### config.mk
export PLATFORM = sky130hd
export DESIGN_NAME = mux_rr_stage
export DESIGN_NICKNAME = d
export VERILOG_FILES = /design/src/rtl/mux_pkg.sv /design/src/rtl/mux_rr_stage_rr_pick.sv /design/src/rtl/mux_rr_stage.sv
export SDC_FILE = /design/constraint.sdc
export NUM_CORES = 1
export LEC_CHECK = 0
export ABC_AREA = 1
export BUFFER_PORTS_ARGS = -buffer_cell sky130_fd_sc_hd__buf_4
export CORE_UTILIZATION = 52
export CTS_BUF_LIST = sky130_fd_sc_hd__clkbuf_8
export DETAILED_ROUTE_END_ITERATION = 8
export GPL_TIMING_DRIVEN = 0
export PLACE_DENSITY_LB_ADDON = 0.25
export SYNTH_ARGS = -nofsm -noshare
export SYNTH_HDL_FRONTEND = slang
export SYNTH_SLANG_ARGS = --single-unit
### constraint.sdc
create_clock -name clk -period 3.3 [get_ports clk]
set_input_delay 0 -clock clk [delete_from_list [all_inputs] [get_ports clk]]
set_output_delay 0 -clock clk [all_outputs]
set_load 0.005 [all_outputs]
### src/rtl/mux_pkg.sv
// Shared definitions for the registered channel selector and its arbiters.
//   MODE_FIXED / MODE_RR : encodings of the mode input
//   bufState_t           : occupancy of the one-entry output register
package mux_pkg;

    localparam logic MODE_FIXED = 1'b0;
    localparam logic MODE_RR    = 1'b1;

    // The output register is either empty or holds one word; the encoding
    // doubles as out_valid.
    typedef enum logic {
        BUF_EMPTY = 1'b0,
        BUF_FULL  = 1'b1
    } bufState_t;

endpackage

### src/rtl/mux_rr_stage_rr_pick.sv
// rr_pick: rotating priority encoder.
// Grants the first asserted request found scanning from index `base`
// upwards, wrapping modulo CHANNELS.
//   req       in  CHANNELS  request vector
//   base      in  SELW      highest-priority index (must be < CHANNELS)
//   gnt_valid out 1         some request was found
//   gnt_idx   out SELW      index of the granted request (0 when none)
module rr_pick #(
    parameter  int CHANNELS = 4,
    localparam int SELW     = $clog2(CHANNELS)
) (
    input  logic [CHANNELS-1:0] req,
    input  logic [SELW-1:0]     base,
    output logic                gnt_valid,
    output logic [SELW-1:0]     gnt_idx
);

    logic [2*CHANNELS-1:0] reqTwice;
    logic [CHANNELS-1:0]   reqRot;

    function automatic logic [SELW-1:0] wrapAdd(input logic [SELW-1:0] b,
                                                input int unsigned    k);
        int unsigned s;
        s = 32'(b) + k;
        if (s >= 32'(CHANNELS)) begin
            s = s - 32'(CHANNELS);
        end
        return SELW'(s);
    endfunction

    always_comb begin
        // Rotate so that bit 0 of reqRot is request `base`; a plain
        // lowest-set-bit search then implements the wrapping scan.
        reqTwice  = {req, req} >> base;
        reqRot    = reqTwice[CHANNELS-1:0];
        gnt_valid = 1'b0;
        gnt_idx   = '0;
        for (int unsigned k = 0; k < CHANNELS; k++) begin
            if (!gnt_valid && reqRot[k]) begin
                gnt_valid = 1'b1;
                gnt_idx   = wrapAdd(base, k);
            end
        end
    end

endmodule

### src/rtl/mux_rr_stage.sv
// mux_rr_stage: registered N-channel selector with valid/ready handshakes.
// Picks one input stream by fixed select or round-robin and delivers it
// through a one-entry output register.
//   clk       in  1               rising-edge clock
//   rst_n     in  1               asynchronous active-low reset
//   mode      in  1               MODE_FIXED (use sel) / MODE_RR
//   sel       in  SELW            channel index for FIXED mode
//   in_valid  in  CHANNELS        per-channel valid
//   in_data   in  CHANNELS*WIDTH  channel i at [i*WIDTH +: WIDTH]
//   in_ready  out CHANNELS        per-channel ready (combinational)
//   out_valid out 1               output register holds a word
//   out_data  out WIDTH           registered word
//   out_chan  out SELW            channel that supplied out_data
//   out_ready in  1               consumer accepts on out_valid & out_ready
module mux_rr_stage
    import mux_pkg::*;
#(
    parameter  int WIDTH    = 8,
    parameter  int CHANNELS = 4,
    localparam int SELW     = $clog2(CHANNELS)
) (
    input  logic                      clk,
    input  logic                      rst_n,
    input  logic                      mode,
    input  logic [SELW-1:0]           sel,
    input  logic [CHANNELS-1:0]       in_valid,
    input  logic [CHANNELS*WIDTH-1:0] in_data,
    output logic [CHANNELS-1:0]       in_ready,
    output logic                      out_valid,
    output logic [WIDTH-1:0]          out_data,
    output logic [SELW-1:0]           out_chan,
    input  logic                      out_ready
);

    bufState_t           state, stateNext;
    logic [SELW-1:0]     ptr;
    logic                rrValid;
    logic [SELW-1:0]     rrIdx;
    logic                fixValid;
    logic [CHANNELS-1:0] validAtSel;
    logic                gntValid;
    logic [SELW-1:0]     gntIdx;
    logic                canLoad;
    logic [WIDTH-1:0]    selData;

    rr_pick #(.CHANNELS(CHANNELS)) uPick (
        .req       (in_valid),
        .base      (ptr),
        .gnt_valid (rrValid),
        .gnt_idx   (rrIdx)
    );

    assign out_valid = (state == BUF_FULL);
    assign canLoad   = ~out_valid | out_ready;

    // Fixed select: out-of-range sel (non-power-of-2 CHANNELS) yields no
    // grant rather than an X from indexing past the vector.
    always_comb begin
        validAtSel = in_valid >> sel;
        fixValid   = (32'(sel) < 32'(CHANNELS)) && validAtSel[0];
    end

    always_comb begin
        gntValid = 1'b0;
        gntIdx   = '0;
        if (mode == MODE_RR) begin
            gntValid = rrValid;
            gntIdx   = rrIdx;
        end else begin
            gntValid = fixValid;
            gntIdx   = sel;
        end
    end

    // in_ready is held low while reset is asserted so no producer sees a
    // handshake that the register cannot capture.
    always_comb begin
        in_ready = '0;
        selData  = '0;
        for (int unsigned i = 0; i < CHANNELS; i++) begin
            if (gntIdx == SELW'(i)) begin
                in_ready[i] = rst_n & canLoad & gntValid;
                selData     = in_data[i*WIDTH +: WIDTH];
            end
        end
    end

    always_ff @(posedge clk or negedge rst_n) begin
        if (!rst_n) begin
            state <= BUF_EMPTY;
        end else begin
            state <= stateNext;
        end
    end

    always_comb begin
        stateNext = state;
        if (canLoad) begin
            stateNext = gntValid ? BUF_FULL : BUF_EMPTY;
        end
    end

    always_ff @(posedge clk or negedge rst_n) begin
        if (!rst_n) begin
            out_data <= '0;
            out_chan <= '0;
            ptr      <= '0;
        end else if (canLoad && gntValid) begin
            out_data <= selData;
            out_chan <= gntIdx;
            if (mode == MODE_RR) begin
                ptr <= (gntIdx == SELW'(CHANNELS - 1)) ? '0 : gntIdx + 1'b1;
            end
        end
    end

endmodule

==> impl_metrics.toml, run 1 <==
[floorplan]
die_x_um = 51.0
ios = 57
die_h_um = 51.0
start_util_pct = 56.0
core_area_um2 = 2230
dieArea_um2 = 2600
rows = 17

[route]
drtPass1Iterations = 4
totalWireLength_um = 2960
initialDrtViolationCount = 32
vias = 1370
drcViolationCount = 0
vias_per_cell = 4.82
detail-route-antenna-nets = 0
post_drt_wl_per_cell_um = 10.4

[synthesis]
synthSimpleGateAreaFrac_pct = 44.4
synthCells = 195
synth_area_per_cell_um2 = 6.41
synth_top_family_by_area = "simple AND/OR/NAND/NOR gates"
synth_fa_ha_area_share_pct = 4.00
synth-seq-cells = 13
syn_area_um2 = 1250
synth-compound-area-share_pct = 12.6
synth-seq-area-share_pct = 26.0
synth_top_area_share_pct = 26.0
synthXorXnorAreaFrac_pct = 0.701
synth_area_leaders = "dfrtp_1 (26%), nand2_1 (21%), o21ai_0 (7.6%)"
syn-num-nets = 241
ys.warnings.count = 0
muxShareOfSynthArea_pct = 0
synth_cell_type_count = 28
yosysTopAreaCell = "dfrtp_1"

[place]
place_hpwl_um = 2470
dp_cells = 279
post_dp_cell_area_um2 = 1710
dp_slack_ns = 0.659
gp_congestion = 0.907
io_buffers = 56

[power]
p_clk_share_pct = 10.0
switching_power_mw = 0.673
internal_power_mw = 0.706
p_leak_nw = 0.982
p_sw_share_pct = 48.8
p_per_area_nw_per_um2 = 783
ir_drop_mv = 0.590
total_power_mw = 1.38
power_frac_seq_pct = 19.7
pwr-share-comb_pct = 70.3

[min_path]
hp-class = "in -> reg"

[global_routing]
met1_usage_pct = 32.6
grt_use_total_pct = 23.9
grt_overflow = 0
antenna_found_initial = 0
grt_max_degree = 15
grt_pass1_vias = 1123
grt_pass1_wl_um = 4730
grt_busiest_layer = "met2"
grt_use_met2_pct = 37.5
grt_use_met3_pct = 1.49

[sta]
tns_ns = 0
rsz0062_at_grt = "no"
finalCritPeriodShare_pct = 81.3
layout_setup_ws_ns = 0.616
tightest_slew_ns = 0.367
timing.fmax_ghz = 0.373
finClkSkew_ns = 0.000834
relSlewSlack_pct = 75.5
final-max-slew-violation-count = 0
hold_viol_final = 0
min_period_ns = 2.68
setup_viol = 0

[cells_and_area]
area_growth_pct = 40.8
final_area_um2 = 1760
final_nets = 303
diodes = 0
multiInputGateArea_um2 = 772
layout.cells.non_filler = 284
seq_area_um2 = 325
nFillCells = 177
drive_gt1_share_pct = 35.5

[setup_path]
startpoint_type = "flip-flop"
cp_slowest_cell = "dfrtp_1"
max_stage_delay_ns = 0.37
crit_buf_inv = 4
crit_chain = "buf_6, inv_6, nand2_2, nand3_1, nand2_1, nor2_2, nand3_1, nand3_1, nand2_1, nand2_1, ha_1, buf_1, inv_1, o21ai_0, o21ai_0, nand2_1, nand2_1"
cp.required_ns = 3.44
cp_top_family = "simple AND/OR/NAND/NOR gates"
end_kind = "flip-flop"
path_common_cell = "nand2_1"
arrival_ns = 2.82
path_class = "reg -> reg"
cp_max_fo = 9

[clocking]
cts_tree = "done"
cts_setup_buffers = 0
ctsResizeCount = 0
cts_num_sinks = 13
cts.reportedPaths.clkPinSlew_ns = 0.05
clk_path_buf_depth = 2
htreeDepth = 1
hold_buffers = 1
numCtsBuffers = 3
ctsRootBufferMaster = "clkbuf_8"
clock_latency_ns = 0.24

[run]
drv_cap = 0

[run_status]
status = "completed"
tightest hold or removal path, delay by kind of cell:
kind	cells	cell delay, ns
AO/OA/AOI/OAI	1	0.07
AND/OR/NAND/NOR	3	0.15
buffers and inverters	1	0.08
per-layer routing:
metal | up-vias | wire (µm)
met2 | 53 | 1370
li1 | 740 | -
met5 | - | 0
met3 | 4 | 154
met4 | 0 | 58
met1 | 573 | 1370
cells by family after synthesis:
group / count (synthesis)
AO/OA/AOI/OAI: 31
XOR/XNOR: 1
adder cells (fa/ha/maj): 4
AND/OR/NAND/NOR: 115
flip-flops: 13
buffers and inverters: 31
final timing paths:
| check | from | endpoint | slack [ns] | depth (start not counted) |
|---|---|---|---|---|
| hold / removal | in_data[31] | out_data[7]$_DFFE_PN0N_ | 0.07 | 5 |
| setup reg to reg | ptr[0]$_DFFE_PN0P_ | out_data[5]$_DFFE_PN0N_ | 0.62 | 17 |
| min in group asynchronous | rst_n | ptr[0]$_DFFE_PN0P_ | 0.14 | 2 |
| hold reg to reg | out_data[1]$_DFFE_PN0N_ | out_data[1]$_DFFE_PN0N_ | 0.48 | 2 |
| setup / recovery | ptr[0]$_DFFE_PN0P_ | out_data[5]$_DFFE_PN0N_ | 0.62 | 17 |
| max in group asynchronous | rst_n | out_data[3]$_DFFE_PN0N_ | 2.99 | 2 |
state kept, by name (all words and copies together), names as in the netlist:
signal     cells
out_valid      1
out_data       8
ptr            2
out_chan       2
final cells by class:
class,count,share of cell area (%)
Multi-Input combinational cell,151,43.9
Tap cell,28,1.99
Clock inverter,1,0.213
Buffer,8,3.34
Timing Repair Buffer,57,24.4
Inverter,23,5.33
Clock buffer,3,2.35
Sequential cell,13,18.5
through the flow:
step / hold slack [ns] / util (%)
2_1_floorplan: -0.296 / -
3_3_place_gp: -0.140 / 76.4
3_5_place_dp: -0.140 / 76.4
4_1_cts: 0.0644 / 78.8
5_1_grt: 0.0995 / 78.8
6_report: 0.0740 / 78.8
power by group through the flow:
stage / Clock [mW] / Sequential (mW) / Combinational [mW]
floorplan: 0 / 0.272 / 0.678
global route: 0.148 / 0.277 / 1.10
detailed placement: 0 / 0.274 / 0.959
finish: 0.137 / 0.272 / 0.969
CTS: 0.140 / 0.273 / 0.966
global placement: 0 / 0.267 / 0.942
synthesized netlist by cell type:
| cell type | instances |
|---|---|
| or2_2 | 1 |
| nand4_1 | 2 |
| xor2_1 | 1 |
| nand2_1 | 70 |
| nand3_4 | 1 |
| buf_12 | 1 |
| clkbuf_1 | 3 |
| a21oi_1 | 11 |
| ha_1 | 4 |
| inv_4 | 1 |
| buf_1 | 1 |
| buf_6 | 1 |
| dfrtp_1 | 13 |
| nor2_1 | 2 |
| nand2_4 | 2 |
| inv_6 | 1 |
| buf_4 | 1 |
| nand3_1 | 17 |
| nand2_2 | 11 |
| inv_1 | 18 |
| nor2_2 | 5 |
| clkinv_1 | 1 |
| inv_2 | 2 |
| nand3_2 | 3 |
| nor2_4 | 1 |
| buf_2 | 1 |
| o211ai_1 | 1 |
| o21ai_0 | 19 |
layout by cell type, fill, tap and decap left out:
cell type / synthesis / routed
dfrtp_1: 13 / 13
nand4_1: 2 / 2
nand2_4: 2 / 2
inv_2: 2 / 2
nand2_1: 70 / 70
inv_6: 1 / 1
nor2_4: 1 / 1
inv_4: 1 / 1
buf_2: 1 / 1
nand3_1: 17 / 17
buf_12: 1 / 1
dlygate4sd3_1: 0 / 1
inv_1: 18 / 19
buf_6: 1 / 1
clkbuf_1: 3 / 3
nand3_2: 3 / 3
clkbuf_8: 0 / 3
xor2_1: 1 / 1
o211ai_1: 1 / 1
clkinv_1: 1 / 1
nor2_2: 5 / 5
o21ai_0: 19 / 19
buf_4: 1 / 57
nand3_4: 1 / 1
a21oi_1: 11 / 11
ha_1: 4 / 4
or2_2: 1 / 1
nor2_1: 2 / 2
buf_1: 1 / 1
nand2_2: 11 / 11
Power figures use the tool's default switching activity.
==> run 2, diff against run 1 <==
--- a/config.mk
+++ b/config.mk
@@ -5,9 +5,9 @@
 export SDC_FILE = /design/constraint.sdc
 export NUM_CORES = 1
 export LEC_CHECK = 0
-export ABC_AREA = 1
+export ABC_AREA = 0
 export BUFFER_PORTS_ARGS = -buffer_cell sky130_fd_sc_hd__buf_4
-export CORE_UTILIZATION = 52
+export CORE_UTILIZATION = 45
 export CTS_BUF_LIST = sky130_fd_sc_hd__clkbuf_8
 export DETAILED_ROUTE_END_ITERATION = 8
 export GPL_TIMING_DRIVEN = 0
==> constraint.sdc (replaced) <==
create_clock -name clk -period 2.6 [get_ports clk]
set_input_delay 0 -clock clk [delete_from_list [all_inputs] [get_ports clk]]
set_output_delay 0 -clock clk [all_outputs]
set_load 0.005 [all_outputs]
==> run 2 against run 1 <==
Effect of this change:
- first-iteration DRC count down 3.1%
- sequential power is 27% higher
- global-route usage is 1.3 points higher
- area after synthesis fell by 21%
- utilization is 3.6 points lower
- worst hold slack worse by 0.025 ns
- critical path type unchanged
- largest power group unchanged
- highest routed layer unchanged
==> impl_metrics.toml, run 2 <==
[run_status]
status = "completed"

[place]
place_hpwl_um = 2080
io_buffers = 56
dp_cells = 184
post_dp_cell_area_um2 = 1450
gp_congestion = 0.879

[sta]
relSlewSlack_pct = 73.0
timing.fmax_ghz = 0.410
hold_viol_final = 0
finClkSkew_ns = 0.00418
min_period_ns = 2.44
tns_ns = 0
final-max-slew-violation-count = 0
tightest_slew_ns = 0.404
finalCritPeriodShare_pct = 93.9
setup_viol = 0

[synthesis]
syn_area_um2 = 992
synth-seq-area-share_pct = 32.8
synthTopCellsByCount = "dfrtp_1 (13), nand2_1 (12), inv_1 (9), nor2b_1 (9), o31ai_1 (8)"
syn-num-nets = 147
synth_fa_ha_area_share_pct = 5.04
synth_area_leaders = "dfrtp_1 (33%), mux2_4 (9.1%), a221oi_1 (6.2%)"
synthXorXnorAreaFrac_pct = 0
synth_flop_cell = "dfrtp_1"
synthSimpleGateAreaFrac_pct = 16.6
synth_cell_type_count = 28
synth-compound-area-share_pct = 19.0
ys.warnings.count = 0
muxShareOfSynthArea_pct = 20.4
synth_top_area_share_pct = 32.8
synthCells = 101
synth_edf_count = 0
synth_area_per_cell_um2 = 9.82
async_reset_ff_share_pct = 100
yosysTopAreaCell = "dfrtp_1"
synth_most_common_cell = "dfrtp_1"
synth-seq-cells = 13
synth_top_family_by_area = "multiplexers"

[power]
p_leak_nw = 0.761
total_power_mw = 1.07
p_per_area_nw_per_um2 = 704
ir_drop_mv = 0.538

[floorplan]
core_area_um2 = 2020
rows = 16
start_util_pct = 49.1
dieArea_um2 = 2400
ios = 57
die_h_um = 49.0
die_x_um = 49.0

[clocking]
cts_tree = "done"
numCtsBuffers = 3
cts_num_sinks = 13
htreeDepth = 1
clock_latency_ns = 0.25
cts.reportedPaths.clkPinSlew_ns = 0.06
ctsRootBufferMaster = "clkbuf_8"
clk_path_buf_depth = 2

[setup_path]
crit_start = "ptr[0]$_DFFE_PN0P_"
cp_max_fo = 10
path_class = "reg -> reg"
cp.required_ns = 2.73
rr_worst_depth = 9
startpoint_type = "flip-flop"
ff2ff_setup_slack_ns = 0.16
crit_chain = "nand2b_1, a21oi_1, o31ai_4, inv_1, ha_1, clkbuf_1, a221oi_1, o31ai_1, mux2_1"
arrival_ns = 2.57
max_stage_delay_ns = 0.41
cp_slowest_cell = "dfrtp_1"
r2r_start = "ptr[0]$_DFFE_PN0P_"
end_kind = "flip-flop"
r2r_end = "out_data[5]$_DFFE_PN0N_"
critPathCapture = "out_data[5]$_DFFE_PN0N_"

[route]
drcViolationCount = 0
post_drt_wl_per_cell_um = 14.7
vias = 1011
totalWireLength_um = 2790
detail-route-antenna-nets = 0
vias_per_cell = 5.35
drtPass1Iterations = 4
initialDrtViolationCount = 31

[global_routing]
grt_pass1_vias = 1039
grt_use_total_pct = 25.2
grt_overflow = 0
grt_pass1_wl_um = 4620
grt_max_degree = 18
antenna_found_initial = 0

[cells_and_area]
largest_reg_flops = 8
layout_commonest_cell = "buf_4"
layout.cells.non_filler = 189
final_area_um2 = 1520
top_regs = "out_data (8), out_chan (2), ptr (2)"
area_growth_pct = 53.2
regMostFlops = "out_data"
layout_common_cells = "buf_4 (56), dfrtp_1 (13), nand2_1 (12)"
final_nets = 209
drive_gt1_share_pct = 47.5
diodes = 0

[min_path]
hp-class = "in -> reg"

[run]
drv_cap = 0
==> run 2: cell types whose count changed in the layout (fill, tap and decap cells not counted), moves of 8 or more <==
cell,before,now
a21oi_1,11,3
inv_1,19,10
nand2_2,11,0
o21ai_0,19,1
nor2b_1,0,8
nand3_1,17,3
nand2_1,70,12
==> run 2: kinds of logic (layout without fill, tap and decap cells) <==
group           after synthesis  in the layout
mux                          14             14
simple gates                 31             31
fa+ha+maj                     4              4
buf+inv                      14             75
compound gates               25             25
flops                        13             13
==> run 2: final cells by class <==
| class | instances | area [µm²] |
|---|---|---|
| buffer | 5 | 28.8 |
| sequential | 13 | 325 |
| clock inverter | 1 | 3.75 |
| clock buffer | 3 | 41.3 |
| inverter | 9 | 33.8 |
| timing repair buffer | 57 | 430 |
| multi-input combinational | 74 | 623 |
| fill | 147 | 502 |
| tap | 27 | 33.8 |
==> run 2: critical path: cells and delay by family (launching register included) <==
family | cells | cell delay (ns)
AO/OA/AOI/OAI | 4 | 0.92
flip-flops | 1 | 0.41
buffers and inverters | 2 | 0.33
multiplexers | 1 | 0.29
adder cells (fa/ha/maj) | 1 | 0.21
AND/OR/NAND/NOR | 1 | 0.16
==> run 2: timing repair <==
item / CTS / global route
setup endpoints to repair: 5 / 9
gates cloned: 0 / 0
setup buffers: 0 / 0
hold endpoints to repair: 13 / 0
pin swaps: 0 / 1
resized for setup: 1 / 6
hold buffers: 1 / 0
==> run 2: power breakdown <==
part           total, mW  leakage, nW  switching [mW]  internal, mW
logic              0.539        0.578           0.219         0.319
registers          0.346        0.156          0.0585         0.288
clock network      0.185       0.0269          0.0806         0.104
total               1.07        0.761           0.358         0.712
==> run 2: worst min-delay path by stage <==
stage | from | to | slack (ns) | depth (start not counted)
floorplan | rst_n | out_chan[0]$_DFFE_PN0N_ | -0.30 | 0
global placement | rst_n | out_data[4]$_DFFE_PN0N_ | -0.14 | 1
detailed placement | rst_n | out_data[4]$_DFFE_PN0N_ | -0.13 | 1
CTS | out_ready | out_valid$_DFFE_PN0N_ | 0.06 | 4
global route | out_ready | out_valid$_DFFE_PN0N_ | 0.08 | 4
finish | out_ready | out_valid$_DFFE_PN0N_ | 0.05 | 4
==> run 2: through the flow <==
step	worst slack [ns]	hold slack, ns	util [%]
after floorplan	0.424	-0.296	-
after global placement	0.0720	-0.135	71.5
after detailed placement	0.0311	-0.133	71.5
after CTS	0.114	0.0620	74.5
after global routing	-0.000653	0.0762	75.2
final	0.159	0.0494	75.2
==> run 2: routing by layer <==
metal,global-route usage [%],up-vias,routed length [µm]
li1,-,496,-
met1,30.6,465,1180
met2,43.8,42,1420
met3,3.74,8,137
met4,11.3,0,55
met5,0,-,0
==> run 3, diff against run 2 <==
==> constraint.sdc (replaced) <==
create_clock -name clk -period 2.6 [get_ports clk]
set_input_delay 0.26 -clock clk [delete_from_list [all_inputs] [get_ports clk]]
set_output_delay 0.26 -clock clk [all_outputs]
set_load 0.005 [all_outputs]
==> run 3 against run 2 <==
Effect of this change:
- first-iteration DRC count increased by 3.2%
- global-route usage unchanged
- die area unchanged
- design area increased by 0.25%
- largest power group unchanged
- maximum frequency increased by 1.4%
- routed wire length decreased by 1.3%
- sequential cell count unchanged
- total power decreased by 0.14%
- worst hold slack improved by 0.26 ns
- via count decreased by 0.20%
- utilization increased by 0.19 points
- final cell count unchanged
==> impl_metrics.toml, run 3 (synthesis results as in run 2) <==
[run_status]
status = "completed"

[sta]
timing.fmax_ghz = 0.416
min_period_ns = 2.41
finalCritPeriodShare_pct = 92.6
tightest_slew_ns = 0.397
relSlewSlack_pct = 73.6
rsz0062_at_grt = "no"
final-max-slew-violation-count = 0
finClkSkew_ns = 0.00443
hold_viol_final = 0
setup_viol = 0

[power]
p_per_area_nw_per_um2 = 701
p_leak_nw = 0.763
total_power_mw = 1.07
ir_drop_mv = 0.536

[global_routing]
grt_pass1_vias = 1041
grt_pass1_wl_um = 4620
antenna_found_initial = 0
grt_use_total_pct = 25.2
grt_max_degree = 18
grt_overflow = 0

[setup_path]
cp_max_fo = 10
cp_slowest_cell = "dfrtp_1"
max_stage_delay_ns = 0.42
arrival_ns = 2.15
cp.required_ns = 2.34
crit_chain = "nand2b_1, a21oi_1, o31ai_4, inv_1, ha_1, clkbuf_1, and3_1, buf_4"
cp_top_family = "buffers and inverters"
startpoint_type = "flip-flop"
path_class = "reg -> out"
crit_buf_inv = 3
end_kind = "primary output"

[clocking]
cts_tree = "done"
clk_path_buf_depth = 2
ctsRootBufferMaster = "clkbuf_8"
cts_num_sinks = 13
numCtsBuffers = 3
clock_latency_ns = 0.24
htreeDepth = 1
cts.reportedPaths.clkPinSlew_ns = 0.06
cts_setup_buffers = 0

[floorplan]
core_area_um2 = 2020
dieArea_um2 = 2400
start_util_pct = 49.1
ios = 57
rows = 16
die_h_um = 49.0
die_x_um = 49.0

[route]
highest_layer = "met4"
drtPass1Iterations = 4
post_drt_wl_per_cell_um = 14.6
drcViolationCount = 0
wl_met1_um = 1160
vias_per_cell = 5.34
totalWireLength_um = 2750
wl_met2_um = 1380
wl_met3_um = 153
initialDrtViolationCount = 32
vias = 1009
detail-route-antenna-nets = 0

[cells_and_area]
largest_reg_flops = 8
diodes = 0
post-route-util_pct = 75.4
final_nets = 209
drive_gt1_share_pct = 48.8
top_regs = "out_data (8), out_chan (2), ptr (2)"
layout_common_cells = "buf_4 (56), dfrtp_1 (13), nand2_1 (12)"
area_growth_pct = 53.6
regMostFlops = "out_data"
layout_commonest_cell = "buf_4"

[run]
drv_cap = 0

[min_path]
hp-class = "in -> reg"

[place]
io_buffers = 56
place_hpwl_um = 2080
gp_congestion = 0.879
-- run 3: power breakdown --
group	leakage (nW)	switching, mW	internal, mW	total, mW
Clock	0.0269	0.0794	0.104	0.184
Sequential	0.156	0.0581	0.288	0.346
Combinational	0.581	0.218	0.321	0.539
Total	0.763	0.355	0.713	1.07
-- run 3: area by class of cell --
cell class | instances | area (µm²)
Clock buffer | 3 | 41.3
Tap cell | 27 | 33.8
Sequential cell | 13 | 325
Fill cell | 144 | 498
Clock inverter | 1 | 3.75
Inverter | 9 | 33.8
Buffer | 5 | 30.0
Multi-Input combinational cell | 74 | 626
Timing Repair Buffer | 57 | 430
-- run 3: worst reg2reg max path: stages (launching register included) --
cell and delay, ns:
dfrtp_1 0.42, nand3_1 0.10, a31oi_1 0.12, o31ai_4 0.33, inv_1 0.11, ha_1 0.21
clkbuf_1 0.22, a221oi_1 0.36, o31ai_1 0.12, mux2_1 0.29
-- run 3: routing by layer --
metal | up-vias | GRT usage (%)
met4 | 0 | 11.3
met3 | 8 | 3.74
met1 | 464 | 30.6
met2 | 43 | 43.8
met5 | - | 0
li1 | 494 | -
-- run 3: timing repair --
item | 4_1_cts | 5_1_grt
setup endpoints to repair | 6 | 6
hold buffers | 1 | 0
gates resized for setup | 4 | 3
hold endpoints to repair | 13 | 0
-- run 3: metrics by stage --
step | cells | cell area (µm²) | setup TNS, ns | worst slack (ns) | hold WS, ns
6_report | 189 | 1520 | 0 | 0.193 | 0.311
3_3_place_gp | 184 | 1450 | 0 | 0.0286 | 0.125
4_1_cts | 189 | 1510 | 0 | 0.123 | 0.322
5_1_grt | 189 | 1520 | 0 | 0.0164 | 0.336
3_5_place_dp | 184 | 1450 | -0.0154 | -0.0154 | 0.127
2_1_floorplan | 101 | 992 | 0 | 0.424 | -0.0356
-- run 3: final timing paths --
check	to	depth (start not counted)	slack, ns	from
min in group asynchronous	out_data[4]$_DFFE_PN0N_	2	0.40	rst_n
worst min-delay path	out_valid$_DFFE_PN0N_	4	0.31	out_ready
worst max-delay path	in_ready[1]	8	0.19	ptr[0]$_DFFE_PN0P_
worst max register to register	out_data[5]$_DFFE_PN0N_	9	0.21	ptr[0]$_DFFE_PN0P_
max in group asynchronous	ptr[1]$_DFFE_PN0P_	2	2.01	rst_n
worst min register to register	out_data[7]$_DFFE_PN0N_	1	0.48	out_data[7]$_DFFE_PN0N_
